==> src/rtl/unlock_code_tx.sv <==
// unlock_code_tx: shifts a parallel unlock code MSB-first into the safe lock as single-cycle strobes and reports the lock's verdict.
// Ports: clk, rstn (async active-low); code_val/code_data/code_rdy host handshake; ser_val/ser_data registered strobes to the lock;
//   resp_val/resp_data lock Moore response; busy/done status; unlocked/resp_err result held until the next accept.
// Build option: define UNLOCK_TX_FLUSH_EN to add a trailing ser_data=0 strobe that returns the lock to its idle state.
module unlock_code_tx #(
  parameter int CODE_W = 4,
  parameter int GAP    = 0
) (
  input  logic              clk,
  input  logic              rstn,
  input  logic              code_val,
  input  logic [CODE_W-1:0] code_data,
  output logic              code_rdy,
  output logic              ser_val,
  output logic              ser_data,
  input  logic              resp_val,
  input  logic              resp_data,
  output logic              busy,
  output logic              done,
  output logic              unlocked,
  output logic              resp_err
);
  localparam int BW = $clog2(CODE_W + 1);
  localparam int GW = (GAP < 2) ? 1 : $clog2(GAP + 1);
  localparam logic [BW-1:0] LAST_BIT = BW'(CODE_W - 1);
  localparam logic [GW-1:0] GAP_LD = GW'((GAP > 0) ? GAP - 1 : 0);
  typedef enum logic [2:0] {
    S_IDLE,
    S_SHIFT,
    S_GAP,
    S_WAIT,
`ifdef UNLOCK_TX_FLUSH_EN
    S_FLUSH,
`endif
    S_DONE
  } state_t;
  state_t state_q, state_d;
  logic [CODE_W-1:0] shreg_q, shreg_d;
  logic [BW-1:0] bit_cnt_q, bit_cnt_d;
  logic [GW-1:0] gap_cnt_q, gap_cnt_d;
  logic ser_val_q, ser_val_d, ser_data_q, ser_data_d;
  logic busy_q, busy_d, done_q, done_d;
  logic unlocked_q, unlocked_d, resp_err_q, resp_err_d;
  // Outputs are registered from the next state, so a strobe appears in the very cycle the FSM sits in SHIFT/FLUSH.
  always_comb begin
    state_d    = state_q;
    shreg_d    = shreg_q;
    bit_cnt_d  = bit_cnt_q;
    gap_cnt_d  = gap_cnt_q;
    unlocked_d = unlocked_q;
    resp_err_d = resp_err_q;
    unique case (state_q)
      S_IDLE: if (code_val) begin
        state_d    = S_SHIFT;
        shreg_d    = code_data;
        bit_cnt_d  = '0;
        unlocked_d = 1'b0;
        resp_err_d = 1'b0;
      end
      S_SHIFT: begin
        shreg_d   = shreg_q << 1;
        bit_cnt_d = bit_cnt_q + 1'b1;
        gap_cnt_d = GAP_LD;
        state_d   = (bit_cnt_q == LAST_BIT) ? S_WAIT : (GAP == 0) ? S_SHIFT : S_GAP;
      end
      S_GAP: begin
        gap_cnt_d = gap_cnt_q - 1'b1;
        state_d   = (gap_cnt_q == '0) ? S_SHIFT : S_GAP;
      end
      S_WAIT: begin
        // The lock's Moore output reflects the last bit one cycle after its strobe, i.e. now.
        unlocked_d = resp_val & resp_data;
        resp_err_d = !resp_val;
`ifdef UNLOCK_TX_FLUSH_EN
        state_d    = S_FLUSH;
`else
        state_d    = S_DONE;
`endif
      end
`ifdef UNLOCK_TX_FLUSH_EN
      S_FLUSH: state_d = S_DONE;
`endif
      S_DONE: state_d = S_IDLE;
      default: state_d = S_IDLE;
    endcase
`ifdef UNLOCK_TX_FLUSH_EN
    ser_val_d  = (state_d == S_SHIFT) | (state_d == S_FLUSH);
`else
    ser_val_d  = state_d == S_SHIFT;
`endif
    ser_data_d = (state_d == S_SHIFT) & shreg_d[CODE_W-1];
    busy_d     = state_d != S_IDLE;
    done_d     = state_d == S_DONE;
  end
  always_ff @(posedge clk or negedge rstn) begin
    if (!rstn) begin
      state_q    <= S_IDLE;
      shreg_q    <= '0;
      bit_cnt_q  <= '0;
      gap_cnt_q  <= '0;
      ser_val_q  <= 1'b0;
      ser_data_q <= 1'b0;
      busy_q     <= 1'b0;
      done_q     <= 1'b0;
      unlocked_q <= 1'b0;
      resp_err_q <= 1'b0;
    end else begin
      state_q    <= state_d;
      shreg_q    <= shreg_d;
      bit_cnt_q  <= bit_cnt_d;
      gap_cnt_q  <= gap_cnt_d;
      ser_val_q  <= ser_val_d;
      ser_data_q <= ser_data_d;
      busy_q     <= busy_d;
      done_q     <= done_d;
      unlocked_q <= unlocked_d;
      resp_err_q <= resp_err_d;
    end
  end
  assign code_rdy = state_q == S_IDLE;
  assign ser_val  = ser_val_q;
  assign ser_data = ser_data_q;
  assign busy     = busy_q;
  assign done     = done_q;
  assign unlocked = unlocked_q;
  assign resp_err = resp_err_q;
endmodule

==> config.mk <==
export PLATFORM = sky130hd
export DESIGN_NAME = unlock_code_tx
export DESIGN_NICKNAME = d
export VERILOG_FILES = /design/src/rtl/unlock_code_tx.sv
export SDC_FILE = /design/constraint.sdc
export NUM_CORES = 1
export LEC_CHECK = 0
export CAP_MARGIN = 0
export CORE_ASPECT_RATIO = 0.6
export CORE_UTILIZATION = 35
export CTS_CLUSTER_SIZE = 28
export DETAILED_ROUTE_END_ITERATION = 8
export DONT_BUFFER_PORTS = 1
export PLACE_DENSITY = 0.54
export SLEW_MARGIN = 20
export SYNTH_ARGS = -nofsm -noshare
export SYNTH_HDL_FRONTEND = slang
export SYNTH_SLANG_ARGS = --single-unit
export TNS_END_PERCENT = 1
==> constraint.sdc <==
create_clock -name clk -period 2.5 [get_ports clk]
set_input_delay 0.25 -clock clk [delete_from_list [all_inputs] [get_ports clk]]
set_output_delay 0.25 -clock clk [all_outputs]
set_load 0.02 [all_outputs]
### Word level (Yosys, flattened, before mapping)

Cells that the tools add are included.

| word-level totals | value |
|---|---|
| logic and storage cells | 42 |
| bits in registers | 17 |
| input bits | 9 |
| output and inout bits | 7 |

| operators by class | value |
|---|---|
| bitwise logic cells | 2 |
| multiplexer cells | 12 |
| add/subtract/negate cells | 2 |
| eq/ne operators | 7 |
| reductions and logical operators | 8 |

Operators by type and width:

| cell | number |
|---|---|
| 3-bit one-hot mux with 4 select lines | 1 |
| 3-bit by 2-bit equality test with 1-bit output, second input constant | 3 |
| 4-bit one-hot mux with 2 select lines | 1 |
| 3-bit by 1-bit equality test with 1-bit output, second input constant | 2 |
| 3-bit 2-to-1 mux | 2 |
| 1-bit one-hot mux with 2 select lines | 3 |
| 3-bit one-hot mux with 2 select lines | 1 |
| 2-bit nonzero test | 3 |
| 2-bit 2-to-1 mux | 2 |
| 4-bit 2-to-1 mux | 1 |
| 2-bit AND reduction | 2 |
| 3-bit by 1-bit adder with 3-bit output, second input constant | 1 |
| 3-bit equality test, second input constant | 1 |
| 3-bit zero test | 1 |
| 3-bit nonzero test | 1 |
| 1-bit bitwise AND | 2 |
| 2-bit inequality test, second input constant | 1 |
| 1-bit zero test | 1 |
| 1-bit 2-to-1 mux | 1 |
| 1-bit subtractor, second input constant | 1 |

### Longest topological paths before layout

Gate-level depths: netlist of the first run.

| depth | value |
|---|---|
| depth in word-level cells | 5 |
| depth in mapped cells | 4 |
| mapped depth without buffers | 4 |

### Worst setup path before layout of the first run

No wires, ideal clock.

| timing | value |
|---|---|
| kind | reg2reg |
| start | register bit_cnt_q[0] |
| end | register ser_data_q, in the netlist ser_data |
| required time | 2.418 ns |
| arrival | 1.357 ns |
| library setup time | 0.082 ns |
| setup slack | 1.061 ns |
| clock period less this slack | 1.439 ns |
| buffers on the path | 0 |
| stages on the path, launching flop included | 5 |
| cell sequence | dfrtp_1 ha_1 ha_1 or4b_4 a22oi_2 |

| between the ends | value |
|---|---|
| word-level cells in the longest chain between the ends | 5 |

RTL lines:

| element | line | RTL |
|---|---|---|
| start: declaration | 39 | `logic [BW-1:0] bit_cnt_q, bit_cnt_d;` |
| start signal: assignment | 110 | `bit_cnt_q <= bit_cnt_d;` |
| 3-bit by 2-bit equality test with 1-bit output | 64 | `state_d = (bit_cnt_q == LAST_BIT) ? S_WAIT : (GAP == 0) ? S_SHIFT : S_GAP;` |
| 2-bit 2-to-1 mux | 64 |  |
| 3-bit one-hot mux with 4 select lines | 52 | `unique case (state_q)` |
| 3-bit by 1-bit equality test with 1-bit output | 91 | `ser_data_d = (state_d == S_SHIFT) & shreg_d[CODE_W-1];` |
| 1-bit bitwise AND | 91 |  |
| net ser_data_d | 41 | `logic ser_val_q, ser_val_d, ser_data_q, ser_data_d;` |
| end signal: assignment | 113 | `ser_data_q <= ser_data_d;` |
| end: declaration | 41 |  |

The timed path passes the listed nets, and every way through them passes these cells.
A chain may end at the register's enable or synchronous reset.

### Final worst setup path of the first run

| timing | value |
|---|---|
| start | register state_q[2] |
| end | output port code_rdy |

| between the ends | value |
|---|---|
| word-level cells in the longest chain between the ends | 1 |

RTL lines:

| element | line | RTL |
|---|---|---|
| start: declaration | 37 | `state_t state_q, state_d;` |
| start signal: assignment | 108 | `state_q <= state_d;` |
| 3-bit zero test | 120 | `assign code_rdy = state_q == S_IDLE;` |
| end: declaration | 13 | `output logic code_rdy,` |

No other way between the ends.

==> key figures, run 1 <==
Run status
  – Status: finished clean

Clocking
  – Post-CTS Resized: 0
  – CTS clk-pin slew, worst paths: around 0.070 ns
  – CTS tree: yes
  – CTS Buf Count: 3
  – Clock H-tree levels: 1
  – Number of buffers on the longest clock path: 2
  – Clock Sink Count: 17
  – Library cell used as clock root buffer: clkbuf_8
  – Clk Latency, worst-skew pair: roughly 0.26 ns

Synthesis
  – Count of different cell masters after synthesis: 28
  – YS warnings: 0
  – Cell accounting for the most synthesized area: dfrtp_1
  – Syn Area/Cell: 10.2 µm²
  – Proportion of synthesized chip area in sequential cells: 0.516
  – Top cell type's share of synthesized area: 0.516
  – Area of the mapped netlist: slightly above 800 µm²
  – Gate Count Post-Synth: 81
  – Net count after synthesis: between 90 and 100
  – Top area cells in the synthesized netlist: dfrtp_1 (52%), a31oi_1 (3.8%), o21ai_0 (3.6%)
  – Number of storage elements in the synthesis netlist: 17

Worst hold path
  – Hold Crit Class: in2reg
  – Cell depth of the worst min-delay path: 2

Final layout
  – Non-Filler Cell Area, Final: just under 900 µm²
  – Registers with the most flip-flops: shreg_q (4), bit_cnt_q (3), state_q (3)
  – Most used cells in the layout excluding fill and tap cells: dfrtp_1 (17), nor2_1 (7), nand2_1 (7), o21ai_0 (6), a31oi_1 (5)
  – Ant. Diodes: 0
  – Fill cell instance count of the final layout: ~220
  – Signed area change from the synthesized netlist to the final layout: 7.59%
  – Share of final-layout standard cells stronger than drive strength 1: 0.0875
  – Post-route non-filler standard cell count: 110
  – Most frequent standard cell in the layout excluding fill and tap cells: dfrtp_1
  – Flip-flop count of the largest register, all copies and words added: 4
  – Register with the most flip-flops: shreg_q
  – Number of nets in the final layout: 92

STA
  – Slew at the pin closest to its max-slew limit: just under 0.8 ns
  – Final setup margin: 0.709 ns
  – Final sum of negative setup slack: 0 ns
  – Worst clock skew: around 0.0048 ns
  – Worst slew slack as a fraction of its limit: 0.479
  – Final setup violation count: 0
  – Slew Limit Fails: 0
  – RSZ-0062 raised after global routing: no
  – Endpoints failing hold: 0
  – Share of the clock period used by the worst path after layout: 0.716
  – Fmax: ~560 MHz
  – Time the final worst path needs with I/O delays and setup: roughly 1.8 ns

Routing
  – Total DRC errors in the routed layout: 0
  – Routed vias/inst: between 5 and 6
  – Final routed wire length divided by cell count: ~14 µm
  – Count of antenna-violating nets left after detailed routing: 0
  – Total detailed-routing wirelength: ~1600 µm
  – Length of the first detailed-routing pass in iterations: 4
  – Vias: between 500 and 600
  – First-iteration detailed-routing DRC count: 25

Setup path
  – Critical Path, Cell by Cell: or2_0 > nor2_1
  – Largest incremental delay on the critical path: between 0.5 and 0.6 ns
  – Flop-to-flop setup slack: approximately 0.95 ns
  – Capturing instance or port of the critical path: code_rdy
  – Slowest cell on crit path: dfrtp_1
  – FF-to-FF Start: bit_cnt_q[0]
  – Buffer and inverter count on the worst path: 0
  – Required time of the critical path: about 2.3 ns
  – Critical path depth in cells: 2
  – Critical path launch point type: flip-flop
  – Category of cells accounting for the largest share of critical-path delay: simple AND/OR/NAND/NOR gates
  – Crit Path Class: reg2out
  – Count of cells along the worst register-to-register path: 4
  – Sort of element at the end of the critical path: output pin
  – Critical-path maximum fanout: 14
  – Capture point of the worst reg-to-reg path: ser_data
  – Crit path launch: state_q[2]
  – Critical Path AT: 1.54 ns

Floorplan
  – Placeable core area: 2200 µm²
  – Placement row count: 13
  – Area enclosed by the die boundary: about 2600 µm²
  – Effective utilization at floorplan: 0.375
  – Die height: slightly below 40 µm
  – Die width: 64.7 µm
  – Count of pins on the block boundary: 16

Global route
  – First-pass GRT wire length: 2370 µm
  – Leftover overflow at the end of global routing: 0
  – Number of global-route vias before repair: 490
  – Number of antenna violations at the first check in global routing: 0
  – Overall fraction of global-route tracks in use: 0.140
  – Maximum number of pins on one net before global-route repair: 23

Job
  – Max-cap violations: 0

Placement
  – Gp weighted congestion: between 0.7 and 0.8
  – Post-Place Cell Area: around 830 µm²
  – Worst setup timing slack at the placement stage: 0.945 ns
  – Detail Placement HPWL: 1040 µm
  – Placed cell count: 105
  – IO Port Bufs: 0

Pwr
  – Post-layout power: 0.00115 W
  – Leakage power of the design: around 0.38 nW
  – Cell Pwr Density: 1290 nW/µm²
  – Peak supply drop: around 460 µV
-- repair_timing --
| action | 4_1_cts | 5_1_grt |
|---|---|---|
| hold endpoints to repair | 17 | 0 |
| hold buffers | 1 | 0 |
| setup buffers | 0 | 0 |
-- per-layer routing --
metal / up-vias / wire length, µm / GRT usage
met5: - / 0 / 0
met4: 0 / 38 / 0.100
met3: 5 / 63 / 0.0669
met2: 10 / 566 / 0.168
met1: 259 / 888 / 0.189
li1: 284 / - / -
-- power breakdown --
| part | total (W) | internal [W] | switching (W) | leakage [nW] |
|---|---|---|---|---|
| clock | 0.000208 | 0.000111 | 0.0000973 | 0.0255 |
| sequential | 0.000550 | 0.000383 | 0.000167 | 0.215 |
| combinational | 0.000387 | 0.000192 | 0.000195 | 0.135 |
-- cells by family (layout without fill, tap and decap cells) --
| group | after synthesis | count (layout) | share of synthesized area |
|---|---|---|---|
| flip-flops | 17 | 17 | 0.516 |
| AO/OA/AOI/OAI | 25 | 25 | 0.209 |
| buffers and inverters | 8 | 7 | 0.0470 |
| multiplexers | 1 | 1 | 0.0137 |
| AND/OR/NAND/NOR | 28 | 28 | 0.184 |
| adder cells (fa/ha/maj) | 2 | 2 | 0.0303 |
-- how the worst min path moves through the flow --
stage                     slack [ns]     start      endpoint
after floorplan                -0.05      rstn  bit_cnt_q[0]
after global placement         -0.05      rstn          busy
after detailed placement       -0.05      rstn          busy
after CTS                       0.12  code_val          busy
after global routing            0.15  code_val          busy
final                           0.12  code_val          busy
-- metrics by stage --
step | utilization | hold WS [ns]
2_1_floorplan | - | -0.0456
3_3_place_gp | 0.378 | -0.0452
3_5_place_dp | 0.378 | -0.0451
4_1_cts | 0.404 | 0.116
5_1_grt | 0.404 | 0.148
6_report | 0.404 | 0.121
-- cell usage after synthesis --
library cell   n
nor3b_1        2
or4b_4         1
nand3b_1       2
o21ai_0        6
nand2_1        7
buf_2          4
nand2b_1       4
nor2_1         7
o22ai_1        1
clkbuf_1       1
o2bb2ai_1      1
a21oi_1        2
ha_1           2
buf_4          1
dfrtp_1       17
nor3_1         1
o211ai_1       1
inv_1          2
mux2_2         1
a31oi_1        5
o22a_1         3
a211o_1        1
nor2b_1        3
a22o_1         1
or2_0          1
a22oi_2        1
o21a_1         1
a22oi_1        2
-- final cells by class --
| class | instances | area, µm² | share of cell area |
|---|---|---|---|
| Multi-Input combinational cell | 56 | 360 | 0.406 |
| Clock buffer | 3 | 41.3 | 0.0465 |
| Inverter | 2 | 7.51 | 0.00846 |
| Sequential cell | 17 | 425 | 0.480 |
| Clock inverter | 1 | 5.00 | 0.00564 |
| Tap cell | 30 | 37.5 | 0.0423 |
| Timing Repair Buffer | 1 | 10.0 | 0.0113 |
No activity file was read; power rests on OpenSTA's default activity.
==> run 2: changes to the inputs <==
==> constraint.sdc (replaced) <==
create_clock -name clk -period 1.8 [get_ports clk]
set_input_delay 0.18 -clock clk [delete_from_list [all_inputs] [get_ports clk]]
set_output_delay 0.18 -clock clk [all_outputs]
set_load 0.02 [all_outputs]
==> key figures, run 2 (synthesized netlist as in run 1, its figures left out) <==
STA
  – Fmax: around 610 MHz
  – Slew Limit Fails: 0 (unchanged)
  – Final setup margin: 0.172 ns (was 0.709 ns)
  – Endpoints failing hold: 0 (unchanged)
  – Final sum of negative setup slack: 0 ns (unchanged)
  – Worst slew slack as a fraction of its limit: 0.492 (was 0.479)
  – Slew at the pin closest to its max-slew limit: 0.759 ns (was 0.780 ns)
  – Final setup violation count: 0 (unchanged)
  – Post-Route Hold Slack: 0.0669 ns (was 0.121 ns)
  – Worst clock skew: 0.00213 ns (was 0.00477 ns)
  – Share of the clock period used by the worst path after layout: 0.904
  – RSZ-0062 raised after global routing: no (unchanged)
  – Time the final worst path needs with I/O delays and setup: approximately 1.6 ns

Global route
  – Maximum number of pins on one net before global-route repair: 18 (was 23)
  – Number of global-route vias before repair: 542 (was 490)
  – Leftover overflow at the end of global routing: 0 (unchanged)
  – Number of antenna violations at the first check in global routing: 0 (unchanged)
  – Overall fraction of global-route tracks in use: 0.154 (was 0.140)
  – First-pass GRT wire length: 2640 µm (was 2370 µm)

Placement
  – Worst setup timing slack at the placement stage: 0.310 ns (was 0.945 ns)
  – Detail Placement HPWL: 1130 µm (was 1040 µm)
  – Gp weighted congestion: 0.799 (was 0.703)
  – Post-Place Cell Area: 861 µm² (was 831 µm²)
  – IO Port Bufs: 0 (unchanged)

Pwr
  – Leakage power of the design: 0.392 nW (was 0.375 nW)
  – Cell Pwr Density: 1790 nW/µm² (was 1290 nW/µm²)
  – Post-layout power: 0.00164 W (was 0.00115 W)
  – Peak supply drop: 483 µV (was 457 µV)

Clocking
  – Library cell used as clock root buffer: clkbuf_8 (unchanged)
  – CTS tree: yes (unchanged)
  – Clk Latency, worst-skew pair: 0.25 ns (was 0.26 ns)
  – Post-CTS Resized: 0 (unchanged)
  – CTS Buf Count: 3 (unchanged)
  – Post-CTS Setup Bufs: 0 (unchanged)
  – Number of buffers on the longest clock path: 2 (unchanged)
  – Clock H-tree levels: 1 (unchanged)
  – CTS clk-pin slew, worst paths: 0.06 ns (was 0.07 ns)
  – Number of buffers inserted by hold repair at cts: 1 (unchanged)
  – Clock Sink Count: 17 (unchanged)

Final layout
  – Fill cell instance count of the final layout: 226 (was 219)
  – Most used cells in the layout excluding fill and tap cells: dfrtp_1 (17), nor2_1 (7), nand2_1 (7), o21ai_0 (6), a31oi_1 (5) (unchanged)
  – Flip-flop count of the largest register, all copies and words added: 4 (unchanged)
  – Register with the most flip-flops: shreg_q (unchanged)
  – Non-Filler Cell Area, Final: 916 µm² (was 887 µm²)
  – Share of final-layout standard cells stronger than drive strength 1: 0.119 (was 0.0875)
  – Ant. Diodes: 0 (unchanged)
  – Most frequent standard cell in the layout excluding fill and tap cells: dfrtp_1 (unchanged)
  – Registers with the most flip-flops: shreg_q (4), bit_cnt_q (3), state_q (3) (unchanged)
  – Number of nets in the final layout: 96 (was 92)
  – Signed area change from the synthesized netlist to the final layout: 11.1% (was 7.59%)

Setup path
  – Crit Path Class: reg2out (unchanged)
  – Critical-path maximum fanout: 9 (was 14)
  – Flop-to-flop setup slack: 0.31 ns (was 0.95 ns)
  – Critical Path AT: 1.45 ns (was 1.54 ns)
  – Required time of the critical path: 1.62 ns (was 2.25 ns)
  – Critical path launch point type: flip-flop (unchanged)
  – Sort of element at the end of the critical path: output pin (unchanged)

Routing
  – Total DRC errors in the routed layout: 0 (unchanged)
  – Top sig layer: met4 (unchanged)
  – Detailed-routed wire length on met2: 617 µm (was 566 µm)
  – First-iteration detailed-routing DRC count: 23 (was 25)
  – Total detailed-routing wirelength: 1590 µm (was 1560 µm)
  – Count of antenna-violating nets left after detailed routing: 0 (unchanged)
  – Routed length on met1: 844 µm (was 888 µm)
  – Final routed wire length divided by cell count: 13.9 µm (was 14.1 µm)
  – Met3 layer wire length in the routed design: 99 µm (was 63 µm)
  – Length of the first detailed-routing pass in iterations: 4 (unchanged)
  – Routed vias/inst: 5.17 (was 5.07)
  – Vias: 589 (was 558)

Floorplan
  – Die width: 64.7 µm (unchanged)
  – Placeable core area: 2200 µm² (unchanged)
  – Placement row count: 13 (unchanged)
  – Die height: 39.6 µm (unchanged)
  – Area enclosed by the die boundary: 2560 µm² (unchanged)
  – Count of pins on the block boundary: 16 (unchanged)
  – Effective utilization at floorplan: 0.375 (unchanged)

Worst hold path
  – Hold Crit Class: in2reg (unchanged)

Job
  – Max-cap violations: 0 (unchanged)

Run status
  – Status: finished clean (unchanged)
run 2: stage by stage:
step / util / cells
floorplan: - / 81
global placement: 0.392 / 109
detailed placement: 0.392 / 109
CTS: 0.417 / 114
global route: 0.417 / 114
finish: 0.417 / 114
run 2: critical path: stages, from the launching register on:
cell and delay (ns):
dfrtp_1 0.47, or2_0 0.37, nor2_1 0.36
run 2: report_power, final:
| group | leakage, nW | internal, W | switching [W] |
|---|---|---|---|
| logic | 0.155 | 0.000308 | 0.000320 |
| registers | 0.215 | 0.000534 | 0.000192 |
| clock network | 0.0228 | 0.000157 | 0.000126 |
run 2: area by class of cell:
type                            count  area, µm²  area share
Tap cell                           30       37.5      0.0410
Inverter                            2       7.51     0.00820
Sequential cell                    17        425       0.464
Multi-Input combinational cell     56        360       0.393
Clock buffer                        4       45.0      0.0492
Timing Repair Buffer                5       40.0      0.0437
run 2: routing by layer:
layer  up-vias  track usage
met2        13        0.211
met1       274        0.196
met4         0       0.0833
met5         -            0
met3         4       0.0756
li1        298            -
run 2: final timing paths:
| check | startpoint | endpoint | cells past startpoint |
|---|---|---|---|
| min | code_val | busy | 2 |
| max reg2reg | bit_cnt_q[0] | ser_data | 4 |
| max | state_q[1] | code_rdy | 2 |
| min in group asynchronous | rstn | busy | 1 |
| max in group asynchronous | rstn | bit_cnt_q[1] | 1 |
| min reg2reg | shreg_q[3] | shreg_q[3] | 2 |
